[config.mk]
export PLATFORM = sky130hd
export DESIGN_NAME = ddr_axi_arb_3ch
export DESIGN_NICKNAME = d
export VERILOG_FILES = /design/src/rtl/ddr_arb_pkg.sv /design/src/rtl/ddr_rr_arb.sv /design/src/rtl/ddr_axi_arb_3ch.sv
export SDC_FILE = /design/constraint.sdc
export NUM_CORES = 1
export LEC_CHECK = 0
export CAP_MARGIN = 20
export CORE_AREA = 3 3 768 770
export DETAILED_ROUTE_END_ITERATION = 8
export DIE_AREA = 0 0 771 773
export SLEW_MARGIN = 20
export SYNTH_ARGS = -nofsm -noshare
export SYNTH_HDL_FRONTEND = slang
export SYNTH_HIERARCHICAL = 1
export SYNTH_SLANG_ARGS = --single-unit
[constraint.sdc]
create_clock -name core_clk -period 3.4 [get_ports core_clk]
set_input_delay 0.68 -clock core_clk [delete_from_list [all_inputs] [get_ports core_clk]]
set_output_delay 0.68 -clock core_clk [all_outputs]
set_load 0.03 [all_outputs]
[src/rtl/ddr_arb_pkg.sv]
// Shared constants, state type and ID helpers for the 3-channel DDR AXI arbiter.
package ddr_arb_pkg;

  localparam int unsigned NUM_CH   = 3;
  localparam int unsigned ID_W     = 4;
  localparam int unsigned ID_CH_W  = 2;
  localparam int unsigned RR_REQ_W = NUM_CH;
  localparam int unsigned RR_IDX_W = ID_CH_W;

  typedef enum logic {Idle, Issue} arb_st_e;

  // Only IDs 0..2 map to a channel; anything else is a protocol error.
  function automatic logic id_bad(input logic [ID_W-1:0] id);
    return (id[ID_W-1:ID_CH_W] != '0) || (id[ID_CH_W-1:0] == 2'd3);
  endfunction

  function automatic logic [RR_IDX_W-1:0] next_ch(input logic [RR_IDX_W-1:0] ch);
    return (ch >= 2'd2) ? 2'd0 : ch + 2'd1;
  endfunction

endpackage

[src/rtl/ddr_rr_arb.sv]
// 3-way round-robin picker: first asserted request at or after ptr, wrapping.
module ddr_rr_arb
  import ddr_arb_pkg::*;
(
  input  logic [RR_REQ_W-1:0] req_i,
  input  logic [RR_IDX_W-1:0] ptr_i,
  output logic [RR_REQ_W-1:0] gnt_oh_o,
  output logic [RR_IDX_W-1:0] gnt_idx_o,
  output logic                any_o
);

  logic [RR_IDX_W-1:0] idx;

  always_comb begin
    gnt_oh_o  = '0;
    gnt_idx_o = '0;
    any_o     = 1'b0;
    idx       = (ptr_i == 2'd3) ? 2'd0 : ptr_i;
    for (int k = 0; k < NUM_CH; k++) begin
      if (!any_o && req_i[idx]) begin
        any_o     = 1'b1;
        gnt_idx_o = idx;
      end
      idx = next_ch(idx);
    end
    if (any_o) gnt_oh_o = RR_REQ_W'(1) << gnt_idx_o;
  end

endmodule

[src/rtl/ddr_axi_arb_3ch.sv]
// Shares the DDR3 controller's simplified-AXI user port among three requesters, with
// independent round-robin command arbitration per direction and ID-based data steering.
module ddr_axi_arb_3ch
  import ddr_arb_pkg::*;
#(
  parameter int unsigned CTRL_ADDR_WIDTH = 28,
  parameter int unsigned MEM_DQ_WIDTH    = 32,
  parameter int unsigned MAX_OUTST       = 4
) (
  input  logic                           core_clk,
  input  logic                           resetn,
  input  logic                           ddr_init_done,
  input  logic [2:0]                     ch_wr_req,
  input  logic [3*CTRL_ADDR_WIDTH-1:0]   ch_wr_addr,
  input  logic [11:0]                    ch_wr_len,
  output logic [2:0]                     ch_wr_ack,
  input  logic [3*MEM_DQ_WIDTH*8-1:0]    ch_wdata,
  input  logic [3*MEM_DQ_WIDTH-1:0]      ch_wstrb,
  output logic [2:0]                     ch_wready,
  output logic [2:0]                     ch_wlast,
  input  logic [2:0]                     ch_rd_req,
  input  logic [3*CTRL_ADDR_WIDTH-1:0]   ch_rd_addr,
  input  logic [11:0]                    ch_rd_len,
  output logic [2:0]                     ch_rd_ack,
  output logic [MEM_DQ_WIDTH*8-1:0]      ch_rdata,
  output logic [2:0]                     ch_rvalid,
  output logic [2:0]                     ch_rlast,
  output logic [CTRL_ADDR_WIDTH-1:0]     axi_awaddr,
  output logic [3:0]                     axi_awlen,
  output logic [3:0]                     axi_awuser_id,
  output logic                           axi_awuser_ap,
  output logic                           axi_awvalid,
  input  logic                           axi_awready,
  output logic [MEM_DQ_WIDTH*8-1:0]      axi_wdata,
  output logic [MEM_DQ_WIDTH-1:0]        axi_wstrb,
  input  logic                           axi_wready,
  input  logic [3:0]                     axi_wusero_id,
  input  logic                           axi_wusero_last,
  output logic [CTRL_ADDR_WIDTH-1:0]     axi_araddr,
  output logic [3:0]                     axi_arlen,
  output logic [3:0]                     axi_aruser_id,
  output logic                           axi_aruser_ap,
  output logic                           axi_arvalid,
  input  logic                           axi_arready,
  input  logic [MEM_DQ_WIDTH*8-1:0]      axi_rdata,
  input  logic [3:0]                     axi_rid,
  input  logic                           axi_rlast,
  input  logic                           axi_rvalid,
  output logic                           arb_err
);

  localparam int unsigned AW = CTRL_ADDR_WIDTH;
  localparam int unsigned DW = MEM_DQ_WIDTH * 8;
  localparam int unsigned SW = MEM_DQ_WIDTH;

  arb_st_e                  wr_st_q, wr_st_d, rd_st_q, rd_st_d;
  logic [1:0]               wr_ptr_q, wr_ptr_d, rd_ptr_q, rd_ptr_d;
  logic [AW-1:0]            wr_addr_q, wr_addr_d, rd_addr_q, rd_addr_d;
  logic [3:0]               wr_len_q, wr_len_d, rd_len_q, rd_len_d;
  logic [3:0]               wr_id_q, wr_id_d, rd_id_q, rd_id_d;
  logic [NUM_CH-1:0][2:0]   wr_cnt_q, wr_cnt_d, rd_cnt_q, rd_cnt_d;
  logic                     err_q, err_d;

  logic [2:0] wr_elig, rd_elig, wr_gnt_oh, rd_gnt_oh;
  logic [1:0] wr_gnt_idx, rd_gnt_idx;
  logic       wr_any, rd_any;
  logic [2:0] wr_sel, rd_sel, wr_cpl, rd_cpl, wr_dec, rd_dec;

  // Full channels drop out of arbitration; nothing is eligible before calibration.
  always_comb begin
    wr_elig = '0;
    rd_elig = '0;
    for (int i = 0; i < NUM_CH; i++) begin
      wr_elig[i] = ch_wr_req[i] & (wr_cnt_q[i] != 3'(MAX_OUTST)) & ddr_init_done;
      rd_elig[i] = ch_rd_req[i] & (rd_cnt_q[i] != 3'(MAX_OUTST)) & ddr_init_done;
    end
  end

  ddr_rr_arb u_wr_arb (
    .req_i     (wr_elig),
    .ptr_i     (wr_ptr_q),
    .gnt_oh_o  (wr_gnt_oh),
    .gnt_idx_o (wr_gnt_idx),
    .any_o     (wr_any)
  );

  ddr_rr_arb u_rd_arb (
    .req_i     (rd_elig),
    .ptr_i     (rd_ptr_q),
    .gnt_oh_o  (rd_gnt_oh),
    .gnt_idx_o (rd_gnt_idx),
    .any_o     (rd_any)
  );

  always_comb begin
    wr_st_d   = wr_st_q;
    wr_ptr_d  = wr_ptr_q;
    wr_addr_d = wr_addr_q;
    wr_len_d  = wr_len_q;
    wr_id_d   = wr_id_q;
    ch_wr_ack = '0;
    unique case (wr_st_q)
      Idle: begin
        if (wr_any) begin
          for (int i = 0; i < NUM_CH; i++) begin
            if (wr_gnt_oh[i]) begin
              wr_addr_d = ch_wr_addr[i*AW +: AW];
              wr_len_d  = ch_wr_len[i*4 +: 4];
            end
          end
          wr_id_d = {2'b00, wr_gnt_idx};
          wr_st_d = Issue;
        end
      end
      Issue: begin
        if (axi_awready) begin
          ch_wr_ack[wr_id_q[1:0]] = 1'b1;
          wr_ptr_d = next_ch(wr_id_q[1:0]);
          wr_st_d  = Idle;
        end
      end
    endcase
  end

  always_comb begin
    rd_st_d   = rd_st_q;
    rd_ptr_d  = rd_ptr_q;
    rd_addr_d = rd_addr_q;
    rd_len_d  = rd_len_q;
    rd_id_d   = rd_id_q;
    ch_rd_ack = '0;
    unique case (rd_st_q)
      Idle: begin
        if (rd_any) begin
          for (int i = 0; i < NUM_CH; i++) begin
            if (rd_gnt_oh[i]) begin
              rd_addr_d = ch_rd_addr[i*AW +: AW];
              rd_len_d  = ch_rd_len[i*4 +: 4];
            end
          end
          rd_id_d = {2'b00, rd_gnt_idx};
          rd_st_d = Issue;
        end
      end
      Issue: begin
        if (axi_arready) begin
          ch_rd_ack[rd_id_q[1:0]] = 1'b1;
          rd_ptr_d = next_ch(rd_id_q[1:0]);
          rd_st_d  = Idle;
        end
      end
    endcase
  end

  // A completion against an empty counter flags an error and leaves the count alone.
  always_comb begin
    wr_sel = '0;
    rd_sel = '0;
    for (int i = 0; i < NUM_CH; i++) begin
      wr_sel[i]   = (axi_wusero_id == 4'(i));
      rd_sel[i]   = (axi_rid == 4'(i));
      wr_cpl[i]   = axi_wready & axi_wusero_last & wr_sel[i];
      rd_cpl[i]   = axi_rvalid & axi_rlast & rd_sel[i];
      wr_dec[i]   = wr_cpl[i] & (wr_cnt_q[i] != 3'd0);
      rd_dec[i]   = rd_cpl[i] & (rd_cnt_q[i] != 3'd0);
      wr_cnt_d[i] = wr_cnt_q[i] + 3'(ch_wr_ack[i]) - 3'(wr_dec[i]);
      rd_cnt_d[i] = rd_cnt_q[i] + 3'(ch_rd_ack[i]) - 3'(rd_dec[i]);
    end
    err_d = err_q | (axi_wready & id_bad(axi_wusero_id)) | (axi_rvalid & id_bad(axi_rid))
          | (|(wr_cpl & ~wr_dec)) | (|(rd_cpl & ~rd_dec));
  end

  always_comb begin
    unique case (axi_wusero_id[1:0])
      2'd0:    begin axi_wdata = ch_wdata[0*DW +: DW]; axi_wstrb = ch_wstrb[0*SW +: SW]; end
      2'd1:    begin axi_wdata = ch_wdata[1*DW +: DW]; axi_wstrb = ch_wstrb[1*SW +: SW]; end
      2'd2:    begin axi_wdata = ch_wdata[2*DW +: DW]; axi_wstrb = ch_wstrb[2*SW +: SW]; end
      default: begin axi_wdata = '0;                   axi_wstrb = '0;                   end
    endcase
  end

  always_ff @(posedge core_clk) begin
    if (!resetn) begin
      wr_st_q   <= Idle;
      rd_st_q   <= Idle;
      wr_ptr_q  <= '0;
      rd_ptr_q  <= '0;
      wr_addr_q <= '0;
      rd_addr_q <= '0;
      wr_len_q  <= '0;
      rd_len_q  <= '0;
      wr_id_q   <= '0;
      rd_id_q   <= '0;
      wr_cnt_q  <= '0;
      rd_cnt_q  <= '0;
      err_q     <= 1'b0;
    end else begin
      wr_st_q   <= wr_st_d;
      rd_st_q   <= rd_st_d;
      wr_ptr_q  <= wr_ptr_d;
      rd_ptr_q  <= rd_ptr_d;
      wr_addr_q <= wr_addr_d;
      rd_addr_q <= rd_addr_d;
      wr_len_q  <= wr_len_d;
      rd_len_q  <= rd_len_d;
      wr_id_q   <= wr_id_d;
      rd_id_q   <= rd_id_d;
      wr_cnt_q  <= wr_cnt_d;
      rd_cnt_q  <= rd_cnt_d;
      err_q     <= err_d;
    end
  end

  assign axi_awaddr    = wr_addr_q;
  assign axi_awlen     = wr_len_q;
  assign axi_awuser_id = wr_id_q;
  assign axi_awuser_ap = 1'b1;
  assign axi_awvalid   = (wr_st_q == Issue);
  assign axi_araddr    = rd_addr_q;
  assign axi_arlen     = rd_len_q;
  assign axi_aruser_id = rd_id_q;
  assign axi_aruser_ap = 1'b1;
  assign axi_arvalid   = (rd_st_q == Issue);
  assign ch_wready     = {3{axi_wready}} & wr_sel;
  assign ch_wlast      = ch_wready & {3{axi_wusero_last}};
  assign ch_rdata      = axi_rdata;
  assign ch_rvalid     = {3{axi_rvalid}} & rd_sel;
  assign ch_rlast      = ch_rvalid & {3{axi_rlast}};
  assign arb_err       = err_q;

endmodule

==> flow_metrics.env <==
export IMPL_required_ns=2.72
export IMPL_via_per_inst=1.95
export IMPL_finalSetupViolCount=0
export IMPL_power_leakage_nw=13.0
export IMPL_overflow=0
export IMPL_switching_share_pct=45.2
export IMPL_grt_max_degree=94
export IMPL_nets=4598
export IMPL_vias=21700
export IMPL_ys_ff_latch=93
export IMPL_die_width_um=771
export IMPL_intPower_mw=4.78
export IMPL_die_area_um2=596000
export IMPL_hold_path_depth=2
export IMPL_dr_first_iter_drc_count=1061
export IMPL_m1WireLength_mm=136
export IMPL_p_sw_mw=3.95
export IMPL_cts_clk_slew_worst_paths_ns=0.07
export IMPL_gp_congestion=0.936
export IMPL_worstPathArrival_ns=2.66
export IMPL_cap_violations=0
export IMPL_min_period_ns=3.34
export IMPL_clk_latency_ns=0.37
export IMPL_drc=0
export IMPL_clock_path_buffers=2
export IMPL_multi_input_area_um2=9230
export IMPL_critPathKind="input pin to primary output"
export IMPL_h_tree_depth=3
export IMPL_worst_slew_pin_slew_ns=0.953
export IMPL_track_usage_pct=12.2
export IMPL_crit_path_end_kind="primary output"
export IMPL_hp_class="flop to flop"
export IMPL_syn_area_per_cell_um2=6.94
export IMPL_ant_nets=0
export IMPL_slew_violations=0
export IMPL_hp_start="axi_awaddr[3]$_SDFFE_PN0P_"
export IMPL_postCtsHoldBufs=0
export IMPL_syn_inst=1976
export IMPL_max_clock_freq_ghz=0.299
export IMPL_grt_pass1_vias=20900
export IMPL_fp_dieH_um=773
export IMPL_yosysWarnings=6
export IMPL_start_util_pct=2.35
export IMPL_drtPass1Iterations=6
export IMPL_wl_met2_mm=160
export IMPL_avgRoutedWirePerCell_um=34.1
export IMPL_coreArea_um2=584000
export IMPL_fin_skew_ns=0.0114
export IMPL_ios=1974
export IMPL_clock_sinks=93
export IMPL_final_common_cell="clkdlybuf4s50_1"
export IMPL_hold_ws_ns=0.450
export IMPL_hold_violations=0
export IMPL_synth_top_area_share_pct=26.4
export IMPL_syn_to_final_growth_pct=198
export IMPL_p_comb_share_pct=73.5
export IMPL_status="finished clean"
export IMPL_power_density_nw_per_um2=214
export IMPL_layout_drive_gt1_share_pct=17.0
export IMPL_hold_end="axi_awaddr[3]$_SDFFE_PN0P_"
export IMPL_reg2reg_depth=12
export IMPL_n_fill_cell=68700
export IMPL_hpwlAfterDp_mm=365
export IMPL_antenna_found_initial=414
export IMPL_pwr_share_seq_pct=14.7
export IMPL_post_route_period_util_pct=98.2
export IMPL_synth_distinct_cells=49
export IMPL_grt_first_pass_wirelength_mm=423
export IMPL_slew_headroom_pct=35.8
export IMPL_layout_common_cells="clkdlybuf4s50_1 (1143), nand2_1 (500), o21ai_0 (354)"
export IMPL_r2r_end="axi_awaddr[0]$_SDFFE_PN0P_"
export IMPL_highest_layer="met5"
export IMPL_cts_buffers=9
export IMPL_yosysTopAreaCell="mux2i_1"
export IMPL_met3_length_mm=72.1
export IMPL_ys_top_cells_by_area="mux2i_1 (26%), buf_4 (14%), nand2_1 (14%), dfxtp_1 (14%), o21ai_0 (13%)"
export IMPL_timing_rr_start="wr_ptr_q[0]$_SDFFE_PN0P_"
export IMPL_io_buffers=1455
export IMPL_drt_total_wl_mm=380
export IMPL_cts_tree="done"
export IMPL_synth_area_um2=13700
export IMPL_cp_start_kind="input pin"
export IMPL_ys_seq_area_share_pct=13.6
export IMPL_rsz0062_at_grt="false"
export IMPL_path_max_fanout=37
export IMPL_rows=281
export IMPL_root_buffer="clkbuf_16"
export IMPL_seq_area_um2=1860
export IMPL_ir_drop_uv=452
export IMPL_reg2reg_slack_ns=0.54
export IMPL_p_clk_share_pct=11.8
export IMPL_tns_ns=0
export IMPL_total_power_mw=8.72
[kinds of logic after synthesis]
group                      share of synthesized area [%]
other                                             0.0548
and+or+nand+nor                                     17.9
buffers and inverters                               20.0
adders and majority gates                           2.52
AOI/OAI and AO/OA                                   18.8
xor gates and xnor gates                           0.766
DFF                                                 13.6
muxes                                               26.4
[critical path, cell delays in order]
cell     delay, ns
buf_8         0.13
buf_12        0.17
buf_4         0.28
buf_4         0.25
o21ai_0       0.61
buf_4         0.29
buf_12        0.13
[area by class of cell]
type                            instances  share of cell area (%)
Antenna cell                          105                   0.643
Clock buffer                           12                   0.628
Clock inverter                          4                  0.0735
Inverter                               29                   0.266
Multi-Input combinational cell       1451                    22.6
Sequential cell                        93                    4.56
Tap cell                             7782                    23.8
Timing Repair Buffer                 1655                    47.4
[worst max-delay path by stage]
stage	depth (start not counted)	slack, ns	startpoint	end
detailed placement	6	-0.22	axi_wusero_id[0]	axi_wdata[0]
floorplan	8	0.55	axi_awready	wr_cnt_q[8]$_SDFF_PN0_
finish	7	0.06	axi_wusero_id[1]	axi_wstrb[20]
global route	8	0.03	axi_wusero_id[1]	axi_wstrb[20]
global placement	6	-0.17	axi_wusero_id[0]	axi_wdata[0]
CTS	6	0.03	axi_wusero_id[0]	axi_wdata[0]
[through the flow]
step	instance area, µm²	utilization, %	instances	setup WS [ns]
finish	40900	6.99	11100	0.0600
global route	40700	6.96	11100	0.0270
CTS	40600	6.95	11000	0.0326
global placement	40300	6.90	11000	-0.172
detailed placement	40300	6.90	11000	-0.224
floorplan	13700	-	1980	0.553
[state kept, by name, summed over array words and instances, names as in the netlist]
register	cells
wr_ptr_q	2
axi_awvalid	1
axi_arvalid	1
axi_awuser_id	2
wr_cnt_q	9
rd_ptr_q	2
arb_err	1
axi_aruser_id	2
rd_cnt_q	9
axi_awlen	4
axi_arlen	4
axi_awaddr	28
axi_araddr	28
[power by group through the flow]
stage	registers, mW	logic [mW]	clock network (mW)
finish	1.28	6.41	1.03
global route	1.30	6.78	1.10
CTS	1.28	6.61	1.07
detailed placement	1.31	6.59	0
global placement	1.30	6.58	0
floorplan	1.47	2.26	0
[cell usage after synthesis (all sizes together)]
library cell and n:
and2 17, nand4 1, xor2 1, nand2 500, nor3b 6, mux2i 361
nand2b 1, buf 344, o21a 2, and2b 4, a21boi 64, nand3b 6
nor2 13, o31a 2, o211ai 4, xnor2 11, o41ai 1, o41a 1
o21ai 360, ha 18, fa 6, a211o 2, inv 29, and4bb 2
nor4b 1, clkbuf 63, nor2b 16, or2 2, a21oi 6, and3 1
conb 2, or2b 1, nand4b 1, dfxtp 93, nor4 1, nor3 16
a31oi 5, o31ai 8, nand3 3, a221oi 1
[routing by layer]
metal,up-vias,global-route usage [%]
met1,9561,12.6
met4,186,2.62
li1,9079,-
met3,651,10.4
met5,-,0.241
met2,2253,18.6
[repair_timing]
action | in CTS | in global routing
setup endpoints to repair | 7 | 1
buffers inserted | 0 | 0
hold endpoints to repair | 0 | 0
resized for setup | 2 | 2
gates cloned | 0 | 0
(Power assumes the default switching activity.)
